[src/rtl/core_ctrl_pkg.sv]
// ---------------------------------------------------------------------------
// core_ctrl_pkg
// Shared definitions for the attention-core sequencer:
//   - state_e   : sequencer states, in pass order
//   - INST_*    : bit positions / field widths of the 20-bit core inst word
//   - max_int   : elaboration-time helper for sizing counters
// ---------------------------------------------------------------------------
package core_ctrl_pkg;

  typedef enum logic [3:0] {
    ST_IDLE  = 4'd0,
    ST_QWR   = 4'd1,
    ST_KWR   = 4'd2,
    ST_KLOAD = 4'd3,
    ST_EXEC  = 4'd4,
    ST_DRAIN = 4'd5,
    ST_PWR   = 4'd6,
    ST_NRD   = 4'd7,
    ST_NWAIT = 4'd8,
    ST_NWB   = 4'd9,
    ST_DONE  = 4'd10
  } state_e;

  localparam int INST_W          = 20;
  localparam int INST_ADDR_W     = 4;   // width of the qk and psum address fields
  localparam int INST_SFP_RD     = 19;
  localparam int INST_NORM_VALID = 18;
  localparam int INST_NORM_START = 17;
  localparam int INST_OFIFO_RD   = 16;
  localparam int INST_QK_LSB     = 12;  // qk addr occupies [15:12]
  localparam int INST_PSUM_LSB   = 8;   // psum addr occupies [11:8]
  localparam int INST_EXEC       = 7;
  localparam int INST_KLOAD      = 6;
  localparam int INST_QMEM_RD    = 5;
  localparam int INST_QMEM_WR    = 4;
  localparam int INST_KMEM_RD    = 3;
  localparam int INST_KMEM_WR    = 2;
  localparam int INST_PMEM_RD    = 1;
  localparam int INST_PMEM_WR    = 0;

  function automatic int max_int(input int a, input int b);
    return (a > b) ? a : b;
  endfunction

endpackage

[src/rtl/core_seq_ctrl_phase_cnt.sv]
// ---------------------------------------------------------------------------
// phase_cnt
// Up-counter shared by every timed / counted sequencer state.
// Ports:
//   clk, reset    clock, async active-high reset
//   load_i        load load_val_i (has priority over en_i)
//   load_val_i    value loaded on load_i
//   en_i          increment enable
//   term_i        terminal value to compare against
//   cnt_o         current count
//   tc_o          cnt_o == term_i
// ---------------------------------------------------------------------------
module phase_cnt #(
  parameter int W = 4
) (
  input  logic         clk,
  input  logic         reset,
  input  logic         load_i,
  input  logic [W-1:0] load_val_i,
  input  logic         en_i,
  input  logic [W-1:0] term_i,
  output logic [W-1:0] cnt_o,
  output logic         tc_o
);

  logic [W-1:0] cnt_q, cnt_d;

  always_comb begin
    cnt_d = cnt_q;
    if (load_i) begin
      cnt_d = load_val_i;
    end else if (en_i) begin
      cnt_d = cnt_q + 1'b1;
    end
  end

  always_ff @(posedge clk or posedge reset) begin
    if (reset) begin
      cnt_q <= '0;
    end else begin
      cnt_q <= cnt_d;
    end
  end

  assign cnt_o = cnt_q;
  assign tc_o  = (cnt_q == term_i);

endmodule

[src/rtl/core_seq_ctrl.sv]
// ---------------------------------------------------------------------------
// core_seq_ctrl
// Pass sequencer for the attention core. Walks Q load, K load, K preload,
// execute, ofifo->psum write, norm read and norm write-back, emitting the
// registered 20-bit core inst word. The inst word is decoded from the
// current state/count and registered, so it trails the state by one cycle.
// Ports:
//   clk, reset     clock, async active-high reset
//   start          pulse, begins a pass when idle (clears err)
//   abort          return to IDLE next cycle, inst forced to 0
//   in_valid       host word valid (counted only while in_ready)
//   in_ready       high during Q/K load states
//   ofifo_valid    ends DRAIN
//   div_complete   ends NWAIT
//   inst           core instruction word
//   busy           state != IDLE
//   done           one-cycle pulse at end of a completed pass
//   err            sticky watchdog timeout flag
// ---------------------------------------------------------------------------
module core_seq_ctrl
  import core_ctrl_pkg::*;
#(
  parameter int col    = 8,
  parameter int len    = 8,
  parameter int addr_w = 4,
  parameter int wd_max = 255
) (
  input  logic              clk,
  input  logic              reset,
  input  logic              start,
  input  logic              abort,
  input  logic              in_valid,
  output logic              in_ready,
  input  logic              ofifo_valid,
  input  logic              div_complete,
  output logic [INST_W-1:0] inst,
  output logic              busy,
  output logic              done,
  output logic              err
);

  // Phase counter must reach max(col,len) (the extra read-latency cycle).
  localparam int PW  = $clog2(max_int(col, len) + 2);
  localparam int WDW = $clog2(wd_max + 1);

  localparam logic [PW-1:0]  COL_C    = PW'(col);
  localparam logic [PW-1:0]  LEN_C    = PW'(len);
  localparam logic [PW-1:0]  COL_LAST = PW'(col - 1);
  localparam logic [PW-1:0]  LEN_LAST = PW'(len - 1);
  localparam logic [WDW-1:0] WD_LAST  = WDW'(wd_max - 1);

  state_e             state_q, state_d;
  logic [WDW-1:0]     wd_q, wd_d;
  logic               err_q, err_d;
  logic [INST_W-1:0]  inst_q, inst_d;
  logic               busy_q, done_q, ready_q;
  logic               timeout;

  logic               ph_load, ph_en, ph_tc;
  logic [PW-1:0]      ph_term, ph_cnt;

  logic [addr_w-1:0]      cur_addr, prev_addr;
  logic [INST_ADDR_W-1:0] cur_field, prev_field;
  logic                   not_first, below_len, below_col;

  phase_cnt #(.W(PW)) u_phase (
    .clk        (clk),
    .reset      (reset),
    .load_i     (ph_load),
    .load_val_i ({PW{1'b0}}),
    .en_i       (ph_en),
    .term_i     (ph_term),
    .cnt_o      (ph_cnt),
    .tc_o       (ph_tc)
  );

  // Load states count accepted words; timed states count every cycle.
  always_comb begin
    ph_term = '0;
    ph_en   = 1'b0;
    case (state_q)
      ST_QWR:   begin ph_term = LEN_LAST; ph_en = in_valid; end
      ST_KWR:   begin ph_term = COL_LAST; ph_en = in_valid; end
      ST_KLOAD: begin ph_term = COL_C;    ph_en = 1'b1;     end
      ST_EXEC, ST_PWR, ST_NRD, ST_NWB: begin
        ph_term = LEN_C;
        ph_en   = 1'b1;
      end
      default: ;
    endcase
  end

  // Every state change restarts the phase count from zero.
  assign ph_load = (state_d != state_q);

  always_comb begin
    state_d = state_q;
    wd_d    = wd_q;
    err_d   = err_q;
    timeout = 1'b0;
    case (state_q)
      ST_IDLE:  if (start) begin state_d = ST_QWR; err_d = 1'b0; end
      ST_QWR:   if (in_valid && ph_tc) state_d = ST_KWR;
      ST_KWR:   if (in_valid && ph_tc) state_d = ST_KLOAD;
      ST_KLOAD: if (ph_tc) state_d = ST_EXEC;
      ST_EXEC:  if (ph_tc) state_d = ST_DRAIN;
      ST_DRAIN: begin
        if (ofifo_valid)          state_d = ST_PWR;
        else if (wd_q == WD_LAST) timeout = 1'b1;
        else                      wd_d = wd_q + 1'b1;
      end
      ST_PWR:   if (ph_tc) state_d = ST_NRD;
      ST_NRD:   if (ph_tc) state_d = ST_NWAIT;
      ST_NWAIT: begin
        if (div_complete)         state_d = ST_NWB;
        else if (wd_q == WD_LAST) timeout = 1'b1;
        else                      wd_d = wd_q + 1'b1;
      end
      ST_NWB:   if (ph_tc) state_d = ST_DONE;
      ST_DONE:  state_d = ST_IDLE;
      default:  state_d = ST_IDLE;
    endcase

    if (timeout) begin
      state_d = ST_IDLE;
      err_d   = 1'b1;
    end

    // abort overrides everything, including a start or a timeout this cycle.
    if (abort) begin
      state_d = ST_IDLE;
      err_d   = err_q;
    end

    // Watchdog restarts on entry to either wait state.
    if (state_d != state_q) begin
      wd_d = '0;
    end
  end

  assign cur_addr   = addr_w'(ph_cnt);
  assign prev_addr  = addr_w'(ph_cnt - 1'b1);
  assign cur_field  = INST_ADDR_W'(cur_addr);
  assign prev_field = INST_ADDR_W'(prev_addr);
  assign not_first  = (ph_cnt != '0);
  assign below_len  = (ph_cnt < LEN_C);
  assign below_col  = (ph_cnt < COL_C);

  // Timed states: the read strobe covers cycles 0..n-1 and its consumer
  // (kload/execute/pmem_wr/norm) follows one cycle later, cycles 1..n.
  always_comb begin
    inst_d = '0;
    case (state_q)
      ST_QWR: if (in_valid) begin
        inst_d[INST_QMEM_WR] = 1'b1;
        inst_d[INST_QK_LSB +: INST_ADDR_W] = cur_field;
      end
      ST_KWR: if (in_valid) begin
        inst_d[INST_KMEM_WR] = 1'b1;
        inst_d[INST_QK_LSB +: INST_ADDR_W] = cur_field;
      end
      ST_KLOAD: begin
        if (below_col) begin
          inst_d[INST_KMEM_RD] = 1'b1;
          inst_d[INST_QK_LSB +: INST_ADDR_W] = cur_field;
        end
        inst_d[INST_KLOAD] = not_first;
      end
      ST_EXEC: begin
        if (below_len) begin
          inst_d[INST_QMEM_RD] = 1'b1;
          inst_d[INST_QK_LSB +: INST_ADDR_W] = cur_field;
        end
        inst_d[INST_EXEC] = not_first;
      end
      ST_PWR: begin
        inst_d[INST_OFIFO_RD] = below_len;
        if (not_first) begin
          inst_d[INST_PMEM_WR] = 1'b1;
          inst_d[INST_PSUM_LSB +: INST_ADDR_W] = prev_field;
        end
      end
      ST_NRD: begin
        if (below_len) begin
          inst_d[INST_PMEM_RD] = 1'b1;
          inst_d[INST_PSUM_LSB +: INST_ADDR_W] = cur_field;
        end
        inst_d[INST_NORM_VALID] = not_first;
      end
      ST_NWB: begin
        inst_d[INST_SFP_RD] = below_len;
        if (not_first) begin
          inst_d[INST_NORM_START] = 1'b1;
          inst_d[INST_PMEM_WR]    = 1'b1;
          inst_d[INST_PSUM_LSB +: INST_ADDR_W] = prev_field;
        end
      end
      default: ;
    endcase

    if (abort) begin
      inst_d = '0;
    end
  end

  // Status outputs are registered from the next state so they line up with
  // the state the sequencer is actually in.
  always_ff @(posedge clk or posedge reset) begin
    if (reset) begin
      state_q <= ST_IDLE;
      wd_q    <= '0;
      err_q   <= 1'b0;
      inst_q  <= '0;
      busy_q  <= 1'b0;
      done_q  <= 1'b0;
      ready_q <= 1'b0;
    end else begin
      state_q <= state_d;
      wd_q    <= wd_d;
      err_q   <= err_d;
      inst_q  <= inst_d;
      busy_q  <= (state_d != ST_IDLE);
      done_q  <= (state_d == ST_DONE);
      ready_q <= (state_d == ST_QWR) || (state_d == ST_KWR);
    end
  end

  assign inst     = inst_q;
  assign busy     = busy_q;
  assign done     = done_q;
  assign in_ready = ready_q;
  assign err      = err_q;

endmodule
[config.mk]
export PLATFORM = sky130hd
export DESIGN_NAME = core_seq_ctrl
export DESIGN_NICKNAME = d
export VERILOG_FILES = /design/src/rtl/core_ctrl_pkg.sv /design/src/rtl/core_seq_ctrl_phase_cnt.sv /design/src/rtl/core_seq_ctrl.sv
export SDC_FILE = /design/constraint.sdc
export NUM_CORES = 1
export LEC_CHECK = 0
export BUFFER_PORTS_ARGS = -buffer_cell sky130_fd_sc_hd__buf_2
export CORE_MARGIN = 3
export CORE_UTILIZATION = 40
export CTS_CLUSTER_DIAMETER = 40
export CTS_CLUSTER_SIZE = 16
export DETAILED_ROUTE_END_ITERATION = 10
export GPL_ROUTABILITY_DRIVEN = 0
export SYNTH_ARGS = -nofsm -noshare
export SYNTH_HDL_FRONTEND = slang
export SYNTH_SLANG_ARGS = --single-unit
[constraint.sdc]
create_clock -name clk -period 3.65 [get_ports clk]
set_clock_uncertainty 0.2 [all_clocks]
set_input_delay 0.9125 -clock clk [delete_from_list [all_inputs] [get_ports clk]]
set_output_delay 0.9125 -clock clk [all_outputs]
set_load 0.01 [all_outputs]
; ---- Yosys cells after proc, flatten, opt, wreduce, memory -nomap -nowiden
; Cells that the tools add are included.
[op_classes]
addsub = 3
reduce_logical = 15
bitwise_logic = 1
n_mux = 50
order_cmp = 1
n_eq_ne = 17
[op_table]
columns = operator, count
row1 = 4-bit 2-to-1 mux, 17
row2 = 4-bit one-hot mux with 10 select lines, 1
row3 = 8-bit 2-to-1 mux, 4
row4 = 4-bit one-hot mux with 2 select lines, 3
row5 = 1-bit 2-to-1 mux, 21
row6 = 20-bit 2-to-1 mux, 1
row7 = 4-bit by 3-bit equality test with 1-bit output (second input constant), 4
row8 = 8-bit one-hot mux with 2 select lines, 1
row9 = 4-bit by 2-bit equality test with 1-bit output (second input constant), 3
row10 = 4-bit equality test (second input constant), 3
row11 = 8-bit by 1-bit adder with 8-bit output (second input constant), 1
row12 = 4-bit by 1-bit equality test with 1-bit output (second input constant), 2
row13 = 8-bit equality test (second input constant), 1
row14 = 4-bit nonzero test, 2
row15 = 3-bit != test (second input constant), 2
row16 = 3-bit AND reduction, 2
row17 = 2-bit nonzero test, 3
row18 = 2-bit OR reduction, 3
row19 = 5-bit OR reduction, 1
row20 = 4-bit by 1-bit adder with 4-bit output (second input constant), 1
row21 = 4-bit equality test, 1
row22 = 4-bit zero test, 1
row23 = 4-bit < comparator (second input constant), 1
row24 = 4-bit != test, 1
row25 = other kinds (6), 7
[word_totals]
in_bits = 7
out_inout_bits = 24
reg_bits = 40
elab_cells = 95

; ---- Logic depth before layout (Yosys ltp)
[logic_depth]
ltp_word = 12
ltp_mapped = 10
mapped_depth_nobuf = 8

; ---- Hierarchy
; A second synthesis with hierarchy kept.
[hier_totals]
hier_cells = 230
hier_area_um2 = 2243.4
[by_module_without_submodules]
columns = module, cells_per_inst, seq_area_each_um2, n_inst, area_per_inst_um2
row1 = core_seq_ctrl, 206, 900.9, 1, 1995.7
row2 = phase_cnt, 24, 100.1, 1, 247.7

; ---- Least setup slack after synthesis
; OpenSTA, ideal clock, no wires.
[synth_timing]
path_kind = register -> register
startpoint = reg state_q[0]
endpoint = reg wd_q[0]
path_buffers = 2
setup_time_ps = 101
required_time_ps = 3349
period_less_slack_ps = 2685
slack_ps = 965
arrival_ps = 2384
path_stages_with_launch = 9
path_cell_list = dfrtp_1 > buf_6 > mux2_4 > a211o_1 > a211oi_4 > mux2_4 > o21a_1 > buf_2 > nor4_1
[synth_via]
elab_chain_cells = 12
word_cells_on_any_way = 36
classes_between = eq/ne: 13 / mux: 17 / reduce/logical: 6
[synth_rtl]
columns = element, line_no
row1 = "start, declared", core_seq_ctrl.sv:52  ; state_e state_q, state_d;
row2 = "start signal, assigned", core_seq_ctrl.sv:218  ; state_q <= state_d;
row3 = 4-bit equality test (tied with other cells), "core_seq_ctrl.sv:81, core_seq_ctrl.sv:101"
row4 = 5-bit OR reduction (no source line) or 2-bit OR reduction (tied branches), n/a
row5 = 4-bit one-hot mux with 2 select lines, core_seq_ctrl.sv:81  ; case (state_q)
row6 = 4-bit equality test, core_seq_ctrl_phase_cnt.sv:46  ; assign tc_o = (cnt_q == term_i);
row7 = 1-bit logical AND, "core_seq_ctrl.sv:103, core_seq_ctrl.sv:104"
row8 = "4-bit 2-to-1 mux, on equally long branches", "core_seq_ctrl.sv:104, core_seq_ctrl.sv:103"
row9 = 4-bit one-hot mux with 10 select lines, core_seq_ctrl.sv:101  ; case (state_q)
row10 = 4-bit 2-to-1 mux, core_seq_ctrl.sv:124  ; if (timeout) begin
row11 = 4-bit 2-to-1 mux, core_seq_ctrl.sv:130  ; if (abort) begin
row12 = 4-bit != test, core_seq_ctrl.sv:136  ; if (state_d != state_q) begin
row13 = 3-bit != test (no source line) or 3-bit nonzero test (tied branches), n/a
row14 = 3-bit AND reduction (no source line), n/a
row15 = "end signal, assigned", core_seq_ctrl.sv:219  ; wd_q <= wd_d;
row16 = "end, declared", core_seq_ctrl.sv:53  ; logic [WDW-1:0] wd_q, wd_d;
; Parallel ways exist; a longest one is shown, timed or not.
; A chain may end at the register's enable or synchronous reset.

; ---- Final worst setup path
[layout_timing]
startpoint = reg state_q[1]
endpoint = reg u_phase.cnt_q[1] (netlist: u_phase.cnt_o[1])
[layout_via]
elab_chain_cells = 11
word_cells_on_any_way = 33
classes_between = eq/ne: 11 / mux: 17 / reduce/logical: 5
[layout_rtl]
columns = element, line_no
row1 = 4-bit equality test (tied with other cells), "core_seq_ctrl.sv:81, core_seq_ctrl.sv:101"
row2 = 5-bit OR reduction (no source line) or 2-bit OR reduction (tied branches), n/a
row3 = 4-bit one-hot mux with 2 select lines, core_seq_ctrl.sv:81
row4 = 4-bit equality test, core_seq_ctrl_phase_cnt.sv:46
row5 = 1-bit logical AND, "core_seq_ctrl.sv:103, core_seq_ctrl.sv:104"
row6 = "4-bit 2-to-1 mux, on equally long branches", "core_seq_ctrl.sv:104, core_seq_ctrl.sv:103"
row7 = 4-bit one-hot mux with 10 select lines, core_seq_ctrl.sv:101
row8 = 4-bit 2-to-1 mux, core_seq_ctrl.sv:124
row9 = 4-bit 2-to-1 mux, core_seq_ctrl.sv:130
row10 = 4-bit != test, core_seq_ctrl.sv:94  ; assign ph_load = (state_d != state_q);
row11 = 4-bit 2-to-1 mux or 2-bit nonzero test (tied branches), n/a
row12 = "end signal, assigned", core_seq_ctrl_phase_cnt.sv:41  ; cnt_q <= cnt_d;
row13 = "end, declared", core_seq_ctrl_phase_cnt.sv:26  ; logic [W-1:0] cnt_q, cnt_d;
; Parallel ways exist; a longest one is shown, timed or not.

==> out/metrics.cfg <==
[critical_path]
cp_slowest_cell=dfrtp_1
r2r-end=u_phase.cnt_o[1]$_DFFE_PP0P_
worst_setup_path_end_kind=flip-flop
cp.arrival_ps=3030
path_max_fanout=20
r2r_start=state_q[1]$_DFF_PP0_
cpPeakStageDelay_ps=540
crit_path_cell_trace=buf_4 > xor2_1 > a21oi_1 > a211oi_4 > mux2_4 > o21a_1 > nor4_1
start_kind=flip-flop
r2r_cells=7
criticalPathCategory=flip-flop to flip-flop
regToRegSetupSlack_ps=610
required_ps=3640

[yosys]
netlist-cell-type-count=52
yosysMostFrequentCell=dfrtp_1
synth_common_cells=dfrtp_1, nor2_1, nor4_1
syn-num-nets=250
ys_ff_latch=40
synth_area_um2=2270
seq_area_frac_synth_pct=44.2
synth-async-reset-ratio_pct=100
ys_top_cells_by_area=dfrtp_1, nor4_1, nor2_1, xnor2_1, ha_1
synth_top_area_share_pct=44.2
synth-edff-count=0
yosys_warnings=0
syn_area_per_cell_um2=9.52
synthCells=238
synth_ff_type=dfrtp_1
synth_top_area_cell=dfrtp_1

[timing]
finalMaxSlewViolations=0
fmax_mhz=329
setup_tns_ps=0
min_period_over_period_pct=83.3
setup_viol=0
fin_crit_ps=3040
max_slew_margin_pct=55.2
finalHoldViolations=0
max_slew.worst_pin.slew_ps=669
rsz0062_at_grt=false
fin_ws_ps=611

[clocking]
clockRootBuffer=clkbuf_8
cts_hold_buf=0
clkTransAtPathRegs_ps=80
insertion_delay_ps=290
post-cts-setup-buffers=0
clock_sinks=40
cts_tree=yes
cts_max_level=2
cts_made_buffers=5
cts_resized=0
clock_path_buffers=2

[floorplan]
die_y_um=81.3
die_x_um=81.3
start_util_pct=42.7
design.core.area_um2=5300
num_rows=26
ios=31
die-area_um2=6600

[grt]
grt_max_degree=41
track_usage_pct=17.2
grt_pass1_wl_um=8740
grt_overflow=0
antenna_found_initial=0
grt_pass1_vias=1768

[cells_and_area]
num-fill-cells=518
multi_input_area_um2=1140
stdcell_count=337
insertedDiodeCount=0
finalInstanceArea_um2=2550
areaGrowthSynthToFinish_pct=12.6
regArea_um2=1000
fin_nets=278
drive_gt1_share_pct=19.9

[routing]
antenna_left=0
vias=1849
wirelength_um=5050
drtIter0Drc=133
vias_per_cell=5.49
drc_errors=0
wl_per_cell_um=15.0
dr.pass1.iters=4

[placement]
placed_cell_area_um2=2460
portBuffers=30
pre_cts_ws_ps=588
placed_cells=329
post-dp-hpwl_um=3650

[pwr]
ir_drop_mv=0.309
p_leak_nw=1.21
p_per_area_nw_per_um2=538
power.total_mw=1.37

[outcome]
status=completed

[min_path]
hold_path_class=flip-flop to flip-flop
min-delay-start=err$_DFFE_PP0P_
hold_depth=1
hold_end=err$_DFFE_PP0P_

[run]
maxCapViolations=0

metrics by stage:
step | util, % | hold WS (ps)
after global placement | 46.5 | 308
after CTS | 48.1 | 309
after floorplan | - | 319
final | 48.1 | 310
after global routing | 48.1 | 340
after detailed placement | 46.5 | 282
how the worst max path moves through the flow:
stage	from	to	slack (ps)	depth (start not counted)
2_1_floorplan	state_q[0]$_DFF_PP0_	wd_q[0]$_DFFE_PP0P_	960	8
3_3_place_gp	state_q[3]$_DFF_PP0_	u_phase.cnt_o[0]$_DFFE_PP0P_	600	6
3_5_place_dp	div_complete	u_phase.cnt_o[1]$_DFFE_PP0P_	590	7
4_1_cts	state_q[3]$_DFF_PP0_	u_phase.cnt_o[1]$_DFFE_PP0P_	620	6
5_1_grt	state_q[1]$_DFF_PP0_	u_phase.cnt_o[3]$_DFFE_PP0P_	330	7
6_report	state_q[1]$_DFF_PP0_	u_phase.cnt_o[1]$_DFFE_PP0P_	610	7
area by class of cell:
type | count | area share, %
clock inverter | 3 | 0.736
multi-input combinational | 172 | 44.6
tap | 70 | 3.43
inverter | 11 | 1.62
clock buffer | 5 | 2.70
sequential | 40 | 39.2
timing repair buffer | 36 | 7.65
power by group:
part | switching (mW) | internal [mW]
logic | 0.352 | 0.218
registers | 0.0392 | 0.472
clock network | 0.159 | 0.133
total | 0.550 | 0.823
cells in the final DEF, fill, tap and decap left out, drive strengths merged, types with 3 or more instances in the layout:
cell type  Yosys  final
dfrtp         40     40
buf            9     36
nor2          28     28
nor4          17     17
xnor2         12     12
nor3          12     12
inv           11     11
o21ai         10     10
nand2          9      9
a21oi          8      8
nand2b         5      5
ha             5      5
clkbuf         6      5
and4           4      4
nand3          4      4
and2           4      4
a211oi         4      4
nor2b          3      3
mux2i          3      3
a22oi          3      3
xor2           3      3
and3           3      3
nand4          3      3
or2            3      3
clkinv         0      3
metal layers:
metal  share of wire, %  track usage, %  wire, um
met1                 47            24.3      2400
met4                1.9            5.57        95
met5                  0               0         0
met3                6.4            3.66       323
met2                 44            25.9      2240
sequential cells by signal, indices dropped and copies added (netlist names):
register and count:
done 1, busy 1, err 1, inst 20, wd_q 8, in_ready 1, u_phase.cnt_o 4, state_q 4
worst max-delay path: cells and delay by family, from the launching register on:
kind,cells,cell delay [ps]
xor gates and xnor gates,1,290
buffers and inverters,1,300
DFF,1,540
muxes,1,370
and+or+nand+nor,1,320
AOI/OAI and AO/OA,3,910
cell families (layout without fill, tap and decap cells):
kind of cell | after synthesis | count (layout) | synth area share (%)
simple gates | 105 | 105 | 25.9
compound gates | 42 | 42 | 13.1
flops | 40 | 40 | 44.2
buf+inv | 26 | 55 | 5.58
xor+xnor | 15 | 15 | 5.80
fa+ha+maj | 5 | 5 | 2.76
mux | 5 | 5 | 2.65
No activity file was read; power rests on OpenSTA's default activity.
